$ cat src/rtl/lsu_result_fifo_pkg.sv
// Shared LSU completion packet type consumed by the result buffer and the CDB arbiter.
package lsu_result_fifo_pkg;

  typedef struct packed {
    logic        r_valid;
    logic [5:0]  rob_id;
    logic [31:0] data;
    logic        single_load;
    logic        single_store;
    logic [3:0]  lsu_info;
  } cdb_info_t;

endpackage

$ cat src/rtl/lsu_result_fifo.sv
// In-order LSU result buffer between lsu_iq and the CDB arbiter; push visible on cdb_o one cycle later.
// Back-pressure via fifo_ready_o, which stays high when full if the head pops in the same cycle.
module lsu_result_fifo
  import lsu_result_fifo_pkg::*;
#(
  parameter int DEPTH = 4
) (
  input  logic                   clk,
  input  logic                   rst_n,
  input  logic                   flush,
  input  logic                   entry_valid_i,
  output logic                   fifo_ready_o,
  input  cdb_info_t              result_i,
  output logic                   cdb_valid_o,
  input  logic                   cdb_ready_i,
  output cdb_info_t              cdb_o,
  output logic [$clog2(DEPTH):0] count_o
);

  localparam int PTR_LEN = $clog2(DEPTH);
  localparam logic [PTR_LEN:0]   FULL_CNT = (PTR_LEN + 1)'(DEPTH);
  localparam logic [PTR_LEN:0]   CNT_ONE  = (PTR_LEN + 1)'(1);
  localparam logic [PTR_LEN-1:0] PTR_ONE  = PTR_LEN'(1);

  logic [PTR_LEN-1:0] r_rd_ptr;
  logic [PTR_LEN-1:0] r_wr_ptr;
  logic [PTR_LEN:0]   r_count;
  cdb_info_t          r_mem [DEPTH];

  logic w_push;
  logic w_pop;

  assign cdb_valid_o  = (r_count != '0);
  assign fifo_ready_o = (r_count != FULL_CNT) | cdb_ready_i;
  assign w_push       = entry_valid_i & fifo_ready_o;
  assign w_pop        = cdb_valid_o & cdb_ready_i;
  assign count_o      = r_count;
  // Head is read from the old contents, so a full-state push into rd_ptr's slot is safe.
  assign cdb_o        = cdb_valid_o ? r_mem[r_rd_ptr] : '0;

  always_ff @(posedge clk or negedge rst_n) begin
    if (!rst_n) begin
      r_rd_ptr <= '0;
      r_wr_ptr <= '0;
      r_count  <= '0;
    end else if (flush) begin
      r_rd_ptr <= '0;
      r_wr_ptr <= '0;
      r_count  <= '0;
    end else begin
      if (w_push) r_wr_ptr <= r_wr_ptr + PTR_ONE;
      if (w_pop)  r_rd_ptr <= r_rd_ptr + PTR_ONE;
      case ({w_push, w_pop})
        2'b10:   r_count <= r_count + CNT_ONE;
        2'b01:   r_count <= r_count - CNT_ONE;
        default: r_count <= r_count;
      endcase
    end
  end

  always_ff @(posedge clk) begin
    if (w_push && !flush) r_mem[r_wr_ptr] <= result_i;
  end

endmodule

$ cat config.mk
export PLATFORM = sky130hd
export DESIGN_NAME = lsu_result_fifo
export DESIGN_NICKNAME = d
export VERILOG_FILES = /design/src/rtl/lsu_result_fifo_pkg.sv /design/src/rtl/lsu_result_fifo.sv
export SDC_FILE = /design/constraint.sdc
export NUM_CORES = 1
export LEC_CHECK = 0
export CAP_MARGIN = 20
export CORE_ASPECT_RATIO = 0.7
export CORE_MARGIN = 8
export CORE_UTILIZATION = 55
export DETAILED_ROUTE_END_ITERATION = 10
export PLACE_DENSITY = 0.8
export SYNTH_ARGS = -nofsm -noshare
export SYNTH_HDL_FRONTEND = slang
export SYNTH_SLANG_ARGS = --single-unit
$ cat constraint.sdc
create_clock -name clk -period 3.29 [get_ports clk]
set_clock_uncertainty 0.1 [all_clocks]
set_input_delay 0.658 -clock clk [delete_from_list [all_inputs] [get_ports clk]]
set_output_delay 0.658 -clock clk [all_outputs]
set_load 0.02 [all_outputs]
==> impl_metrics.json, run 1 <==
{
  "status": "finished clean",
  "synth.avg_cell_area_um2": 21.26,
  "die_y_um": 113.0,
  "dpl_cell_area_um2": 8688,
  "yosys_register_bits": 187,
  "antenna_left": 0,
  "synth_compound_gate_area_share": 0.01353,
  "p_int_uw": 4293,
  "cts_setup_buffers": 0,
  "drt_iter0_drc": 261,
  "crit_type": "register to output pin",
  "drv_cap": 0,
  "final-hold-violation-count": 0,
  "power_uw": 5679,
  "cts_made_buffers": 17,
  "cts.reportedPaths.clkPinSlew_ps": 70,
  "cp_data_required_time_ps": 2530,
  "p_seq_frac": 0.477,
  "fp.dieArea_um2": 17480,
  "crit_chain": "buf_12, mux4_2, nor2b_1, clkdlybuf4s50_1",
  "worstMarginPinSlew_ps": 468.6,
  "p_leak_uw": 0.003017,
  "placementRows": 35,
  "synth_ff_type": "edfxtp_1",
  "max_freq_ghz": 0.3185,
  "tritoncts": "yes",
  "nets": 516,
  "max-clock-path-buffers": 2,
  "syn2layout_area_growth_pct": 25.62,
  "synthMuxAreaShare": 0.1370,
  "swShare": 0.2441,
  "place_hpwl_um": 9036,
  "synth-edff-count": 180,
  "final_cells": 640,
  "grt-busiest-layer": "met2",
  "dp.cells": 608,
  "final_cell_mix": "edfxtp_1 (180), clkdlybuf4s50_1 (99), mux4_2 (45)",
  "cts_root_buf": "clkbuf_16",
  "fillers": 803,
  "arrival_ps": 2380,
  "design_area_um2": 9295,
  "critPathMaxStageDelay_ps": 560,
  "place_congestion": 0.7512,
  "r2r_cells": 6,
  "rsz0062_at_grt": "false",
  "combPwrFrac": 0.159,
  "finalCritPeriodShare": 0.9544,
  "drcViolationCount": 0,
  "synth_top_family_by_area": "multiplexers",
  "grt_use_met2": 0.2679,
  "p_per_area_nw_per_um2": 611.0,
  "grt_pass1_vias": 3938,
  "track_usage": 0.1689,
  "drive_above_1_share": 0.2152,
  "via_per_inst": 5.623,
  "synthesis.area_um2": 7400,
  "synth_cell_types": 37,
  "switchingPower_uw": 1386,
  "tns_ps": 0,
  "post_cts_resized": 0,
  "grt_util_met1": 0.2154,
  "finalMaxSlewViolations": 0,
  "async_flop_share": 0.03743,
  "hold_path.class": "input pin to asynchronous set/reset pin",
  "ir_worst_vdd_mv": 0.3783,
  "layout_min_cycle_time_ps": 3140,
  "grt_overflow_total": 0,
  "reg2reg_to": "count_o[2]",
  "synth_nets": 403,
  "synth_xor_area_frac": 0.004735,
  "setup_viol": 0,
  "final_common_cell": "edfxtp_1",
  "slew_headroom": 0.6876,
  "htree_levels": 4,
  "crit_fanout": 26,
  "syn_inst": 348,
  "synthAdderAreaFrac": 0.009469,
  "yosysWarnings": 0,
  "startpoint_type": "register",
  "dr_total_vias": 3599,
  "post_drt_wl_per_cell_um": 22.11,
  "path_buf_inv": 2,
  "grt_antenna_before_repair": 0,
  "holdBufCountCts": 0,
  "n_antenna_cell": 0,
  "grt_max_degree": 46,
  "worstSkewPairLatency_ps": 420,
  "grt_pass1_wl_um": 21990,
  "clkSinkCount": 187,
  "die_x_um": 154.6,
  "critPathTopFamily": "buffers and inverters",
  "io_buffers": 99,
  "regToRegStartpoint": "count_o[0]",
  "coreArea_um2": 13140,
  "yosys.area_share.simple": 0.05800,
  "routed_wl_um": 14150,
  "ioPinCount": 100,
  "use_met3": 0.05826,
  "slowest_stage": "clkdlybuf4s50_1",
  "initial_utilization": 0.5632,
  "firstDrtPassIters": 4,
  "end_kind": "output pin",
  "r2r_slack_ps": 750,
  "p_clk_frac": 0.364,
  "yosysSeqAreaShare": 0.7541
}
-- per-layer routing --
layer / vias up / part of all wire
li1: 1624 / -
met1: 1853 / 0.43
met2: 116 / 0.49
met3: 6 / 0.072
met4: 0 / 0.0055
met5: - / 0
-- registers in the layout (all words and copies together), names as in the netlist --
register / cells
count_o: 3
r_mem: 180
r_rd_ptr: 2
r_wr_ptr: 2
-- cell type report --
cell class | instances | area, um2 | share of cell area
clock inverters | 15 | 181.4 | 0.01952
flip-flops and latches | 187 | 5585 | 0.6009
repair buffers | 114 | 1216 | 0.1308
inverters | 7 | 26.28 | 0.002827
well taps | 166 | 207.7 | 0.02234
multi-input cells | 134 | 1653 | 0.1778
clock buffers | 17 | 425.4 | 0.04577
-- worst max-delay path by stage --
stage,from,end,cells after the start
floorplan,entry_valid_i,r_mem[0][0],4
global placement,entry_valid_i,r_mem[0][7],5
detailed placement,entry_valid_i,r_mem[0][13],5
CTS,r_rd_ptr[0],cdb_o[29],4
global route,r_rd_ptr[0],cdb_o[33],4
finish,r_rd_ptr[0],cdb_o[23],4
-- cells by family after synthesis --
family          count (synthesis)
flops                         187
xor+xnor                        4
compound gates                 15
fa+ha+maj                       5
simple gates                   65
mux                            45
buf+inv                        27
-- cell usage after synthesis, drive strengths merged (2+ instances only) --
library cell | n | share of area
ha | 4 | 0.0068
edfxtp | 180 | 0.73
nor2 | 4 | 0.0020
mux4 | 45 | 0.14
xor2 | 3 | 0.0036
and2 | 4 | 0.0034
clkbuf | 4 | 0.0020
o21ai | 3 | 0.0020
nor3 | 2 | 0.0029
inv | 7 | 0.0036
o2111ai | 2 | 0.0024
dfrtp | 7 | 0.024
and2b | 15 | 0.015
nor4b | 2 | 0.0032
a21oi | 3 | 0.0020
buf | 16 | 0.018
nor2b | 30 | 0.025
nand3 | 5 | 0.0034
-- power by group through the flow --
stage               clock network [uW]  registers [uW]  logic [uW]
global placement                     0            2760         900
finish                            2070            2710         902
global route                      2200            2710         962
floorplan                            0            2750         534
CTS                               2120            2710         919
detailed placement                   0            2760         913
-- worst register-to-register path, delay by kind of cell (launching register included) --
kind | cells | cell delay [ps]
DFF | 1 | 550
and+or+nand+nor | 2 | 610
adders and majority gates | 1 | 450
AOI/OAI and AO/OA | 3 | 720
-- metrics by stage --
step / setup WS (ps) / utilization / hold slack [ps]
2_1_floorplan: 514.0 / - / 262.4
5_1_grt: 66.45 / 0.7075 / 433.2
6_report: 149.9 / 0.7075 / 423.1
3_5_place_dp: 306.0 / 0.6613 / 513.0
4_1_cts: 115.7 / 0.7075 / 404.7
3_3_place_gp: 350.4 / 0.6613 / 494.3
Power figures use the tool's default switching activity.
==> inputs of run 2 (changes only) <==
--- a/config.mk
+++ b/config.mk
@@ -7,7 +7,6 @@
 export LEC_CHECK = 0
 export CAP_MARGIN = 20
 export CORE_ASPECT_RATIO = 0.7
-export CORE_MARGIN = 8
 export CORE_UTILIZATION = 55
 export DETAILED_ROUTE_END_ITERATION = 10
 export PLACE_DENSITY = 0.8
==> run 2 against run 1 <==
Against the previous run: via count grew 0.92%; wire length shrank 5.0%; core utilization shrank 0.44 points; worst hold slack lost 23 ps; cell count grew 0.16%; maximum frequency is essentially flat; die area shrank 20%; largest cell class unchanged.
==> impl_metrics.json, run 2 (synthesized netlist as in run 1, its figures left out) <==
{
  "status": "finished clean",
  "ioPinCount": 100,
  "routed_wl_um": 13440,
  "post_cts_resized": 0,
  "drv_cap": 0,
  "drt_iter0_drc": 184,
  "io_buffers": 99,
  "cts.reportedPaths.clkPinSlew_ps": 60,
  "layout_min_cycle_time_ps": 3140,
  "placementRows": 35,
  "crit_type": "register to output pin",
  "finalCritPeriodShare": 0.9544,
  "syn2layout_area_growth_pct": 24.84,
  "p_leak_uw": 0.002985,
  "nets": 518,
  "final-hold-violation-count": 0,
  "cp_data_required_time_ps": 2530,
  "final_cell_mix": "edfxtp_1 (180), clkdlybuf4s50_1 (99), mux4_2 (45)",
  "fin_ws_ps": 150.1,
  "drcViolationCount": 0,
  "p_clk_frac": 0.353,
  "place_congestion": 0.7943,
  "drive_above_1_share": 0.2126,
  "track_usage": 0.2122,
  "top_register": "r_mem",
  "dr_total_vias": 3632,
  "coreArea_um2": 13140,
  "post_drt_wl_per_cell_um": 20.96,
  "swShare": 0.2358,
  "design_area_um2": 9238,
  "crit_chain": "buf_12, mux4_2, and2b_1, clkdlybuf4s50_1",
  "holdBufCountCts": 0,
  "startpoint_type": "register",
  "max_freq_ghz": 0.3185,
  "grt_overflow_total": 0,
  "dpl_cell_area_um2": 8651,
  "arrival_ps": 2380,
  "switchingPower_uw": 1315,
  "tritoncts": "yes",
  "combPwrFrac": 0.160,
  "final_common_cell": "edfxtp_1",
  "power_uw": 5577,
  "clkSinkCount": 187,
  "tns_ps": 0,
  "path_buf_inv": 2,
  "finalMaxSlewViolations": 0,
  "initial_utilization": 0.5632,
  "final_util": 0.7031,
  "critPathTopFamily": "buffers and inverters",
  "grt_max_degree": 28,
  "crit_fanout": 16,
  "antenna_left": 0,
  "die_x_um": 140.6,
  "dpl_worst_slack_ps": 318.1,
  "n_antenna_cell": 0,
  "p_per_area_nw_per_um2": 603.7,
  "via_per_inst": 5.666,
  "slew_headroom": 0.6879,
  "worstSkewPairLatency_ps": 420,
  "worstMarginPinSlew_ps": 466.7,
  "rsz0062_at_grt": "false",
  "critPathMaxStageDelay_ps": 550,
  "fp.dieArea_um2": 13930,
  "end_kind": "output pin",
  "setup_viol": 0,
  "p_seq_frac": 0.487,
  "p_int_uw": 4262,
  "cts_made_buffers": 17,
  "htree_levels": 4,
  "hold_path.class": "input pin to asynchronous set/reset pin",
  "grt_pass1_vias": 3804,
  "largest_reg_flops": 180,
  "ir_worst_vdd_mv": 0.4252,
  "grt_antenna_before_repair": 0,
  "firstDrtPassIters": 4,
  "max-clock-path-buffers": 2,
  "place_hpwl_um": 8266,
  "die_y_um": 99.05,
  "cts_root_buf": "clkbuf_16",
  "slowest_stage": "mux4_2",
  "grt_pass1_wl_um": 21070
}
-- run 2: cell count changes in the layout (fill, tap and decap cells not counted), moves of 3 or more --
cell	previous run	this run
inv_8	3	0
buf_12	9	6
buf_4	6	11
clkinvlp_4	0	4
-- run 2: routing by layer --
| metal | vias to the layer above | routed length (um) | global-route usage |
|---|---|---|---|
| met5 | - | 0 | 0 |
| met4 | 0 | 102 | 0.07525 |
| met3 | 11 | 874 | 0.06754 |
| met2 | 124 | 6664 | 0.3284 |
| met1 | 1869 | 5796 | 0.2885 |
| li1 | 1628 | - | - |
-- run 2: path summary, 6_finish.rpt --
path,start,endpoint,slack (ps),cells after the start
worst max register to register,count_o[1],count_o[2],790,6
worst max-delay path,r_rd_ptr[0],cdb_o[4],150,4
max in group asynchronous,rst_n,r_rd_ptr[0],2410,1
worst min register to register,r_wr_ptr[0],r_wr_ptr[0],520,2
worst min-delay path,rst_n,count_o[2],400,1
min in group clk,r_wr_ptr[0],r_wr_ptr[0],520,2
-- run 2: area by class of cell --
class / instances / area, um2
Sequential cell: 187 / 5585
Fill cell: 829 / 3900
Multi-Input combinational cell: 134 / 1653
Timing Repair Buffer: 116 / 1194
Clock buffer: 18 / 429.2
Tap cell: 166 / 207.7
Clock inverter: 13 / 142.6
Inverter: 7 / 26.28
-- run 2: power by group through the flow --
stage	registers, uW	logic (uW)	clock network [uW]
4_1_cts	2710	907	2010
2_1_floorplan	2750	534	0
6_report	2710	894	1970
3_5_place_dp	2780	884	0
3_3_place_gp	2770	871	0
5_1_grt	2720	954	2110
-- run 2: metrics by stage --
stage	hold slack [ps]	cells
after global placement	483.5	608
after detailed placement	515.4	608
after floorplan	262.4	348
final	400.1	641
after global routing	411.1	641
after CTS	397.0	641
-- run 2: repair_timing --
| action | CTS | global route |
|---|---|---|
| endpoints found under the setup margin | 32 | 0 |
| setup buffers | 2 | 0 |
| hold endpoints to repair | 0 | 0 |
==> inputs of run 3 (changes only) <==
--- a/config.mk
+++ b/config.mk
@@ -7,9 +7,11 @@
 export LEC_CHECK = 0
 export CAP_MARGIN = 20
 export CORE_ASPECT_RATIO = 0.7
+export CORE_MARGIN = 2
 export CORE_UTILIZATION = 55
 export DETAILED_ROUTE_END_ITERATION = 10
 export PLACE_DENSITY = 0.8
 export SYNTH_ARGS = -nofsm -noshare
 export SYNTH_HDL_FRONTEND = slang
 export SYNTH_SLANG_ARGS = --single-unit
+export TNS_END_PERCENT = 5
==> run 3 against run 2 <==
Against the previous run: die area rose by 3.5%; power rose by 0.44%; first-iteration DRC count rose by 3.8%; combinational power rose by 1%; sequential share of layout area fell by 0.11 points; count of clock-buffer cells in the layout fell by 1; clock power barely moved; sequential power barely moved; design area rose by 0.18%; critical path type unchanged; critical endpoint is now cdb_o[2].
==> impl_metrics.json, run 3 (synthesized netlist as in run 1, its figures left out) <==
{
  "status": "finished clean",
  "fin_ws_ps": 123.1,
  "clkSinkCount": 187,
  "dpl_worst_slack_ps": 333.9,
  "nets": 517,
  "die_y_um": 101.0,
  "holdBufCountCts": 0,
  "post_drt_wl_per_cell_um": 20.87,
  "r2r_slack_ps": 790,
  "initial_utilization": 0.5632,
  "drcViolationCount": 0,
  "cp_data_required_time_ps": 2530,
  "drv_cap": 0,
  "firstDrtPassIters": 5,
  "crit_fanout": 17,
  "n_antenna_cell": 0,
  "rsz0062_at_grt": "false",
  "cts.reportedPaths.clkPinSlew_ps": 70,
  "cts_made_buffers": 17,
  "drt_iter0_drc": 191,
  "reg2reg_to": "count_o[2]",
  "antenna_left": 0,
  "cts_root_buf": "clkbuf_16",
  "max_freq_ghz": 0.3158,
  "p_per_area_nw_per_um2": 605.3,
  "worstMarginPinSlew_ps": 479.5,
  "grt_pass1_wl_um": 21050,
  "crit_type": "register to output pin",
  "finalCritPeriodShare": 0.9626,
  "drive_above_1_share": 0.2147,
  "die_x_um": 142.6,
  "grt_overflow_total": 0,
  "hold_path.class": "input pin to asynchronous set/reset pin",
  "tritoncts": "yes",
  "layout_min_cycle_time_ps": 3167,
  "ioPinCount": 100,
  "htree_levels": 4,
  "fillers": 807,
  "routed_wl_um": 13380,
  "place_congestion": 0.7459,
  "setup_viol": 0,
  "grt_antenna_before_repair": 0,
  "end_kind": "output pin",
  "io_buffers": 99,
  "placementRows": 35,
  "place_hpwl_um": 7720,
  "final-hold-violation-count": 0,
  "largest_reg_flops": 180,
  "grt_max_degree": 46,
  "fp.dieArea_um2": 14410,
  "p_leak_uw": 0.003003,
  "coreArea_um2": 13140,
  "track_usage": 0.2041,
  "startpoint_type": "register",
  "arrival_ps": 2410,
  "grt_pass1_vias": 3798,
  "slew_headroom": 0.6804,
  "via_per_inst": 5.655,
  "post_cts_resized": 0,
  "regToRegStartpoint": "count_o[0]",
  "final_common_cell": "edfxtp_1",
  "ir_worst_vdd_mv": 0.4047,
  "dr_total_vias": 3625,
  "finalMaxSlewViolations": 0,
  "cts_setup_buffers": 3,
  "tns_ps": 0,
  "syn2layout_area_growth_pct": 25.06,
  "worstSkewPairLatency_ps": 420,
  "r2r_cells": 6,
  "max-clock-path-buffers": 2,
  "final_cell_mix": "edfxtp_1 (180), clkdlybuf4s50_1 (99), mux4_2 (45)",
  "top_register": "r_mem"
}
## run 3: cell type report
type / instances / area (um2) / area share
inverter: 7 / 26.28 / 0.002839
multi-input combinational: 134 / 1653 / 0.1786
timing repair buffer: 115 / 1199 / 0.1295
tap: 166 / 207.7 / 0.02244
clock inverter: 15 / 157.7 / 0.01704
clock buffer: 17 / 425.4 / 0.04597
sequential: 187 / 5585 / 0.6036
## run 3: worst max path at each step
stage	start	endpoint	slack (ps)	cells after the start
after floorplan	entry_valid_i	r_mem[0][0]	510	4
after global routing	r_rd_ptr[0]	cdb_o[38]	40	4
after CTS	r_rd_ptr[0]	cdb_o[2]	110	4
final	r_rd_ptr[0]	cdb_o[2]	120	4
after detailed placement	entry_valid_i	count_o[2]	330	6
after global placement	entry_valid_i	count_o[2]	400	6
## run 3: power breakdown
part           switching, uW  internal (uW)
clock network            907           1070
logic                    429            476
registers               38.8           2680
## run 3: critical path, stage by stage (launching register included)
cell	delay, ps
dfrtp_4	510
buf_12	210
mux4_2	550
and2b_1	170
clkdlybuf4s50_1	530
## run 3: metrics by stage
step                      utilization  std cells  total power, uW  area [um2]  hold WS (ps)
after detailed placement       0.6583        606             3674        8648         507.8
after floorplan                     -        348             3283        7400         262.4
after global placement         0.6583        606             3659        8648         476.7
after global routing           0.7044        641             5808        9254         399.0
final                          0.7044        641             5602        9254         402.1
after CTS                      0.7044        641             5656        9254         394.6
## run 3: layer usage
layer	up-vias	global-route usage	routed length [um]
li1	1634	-	-
met1	1851	0.2786	5833
met2	128	0.3188	6514
met3	12	0.06888	895
met4	0	0.06169	132
met5	-	0	0
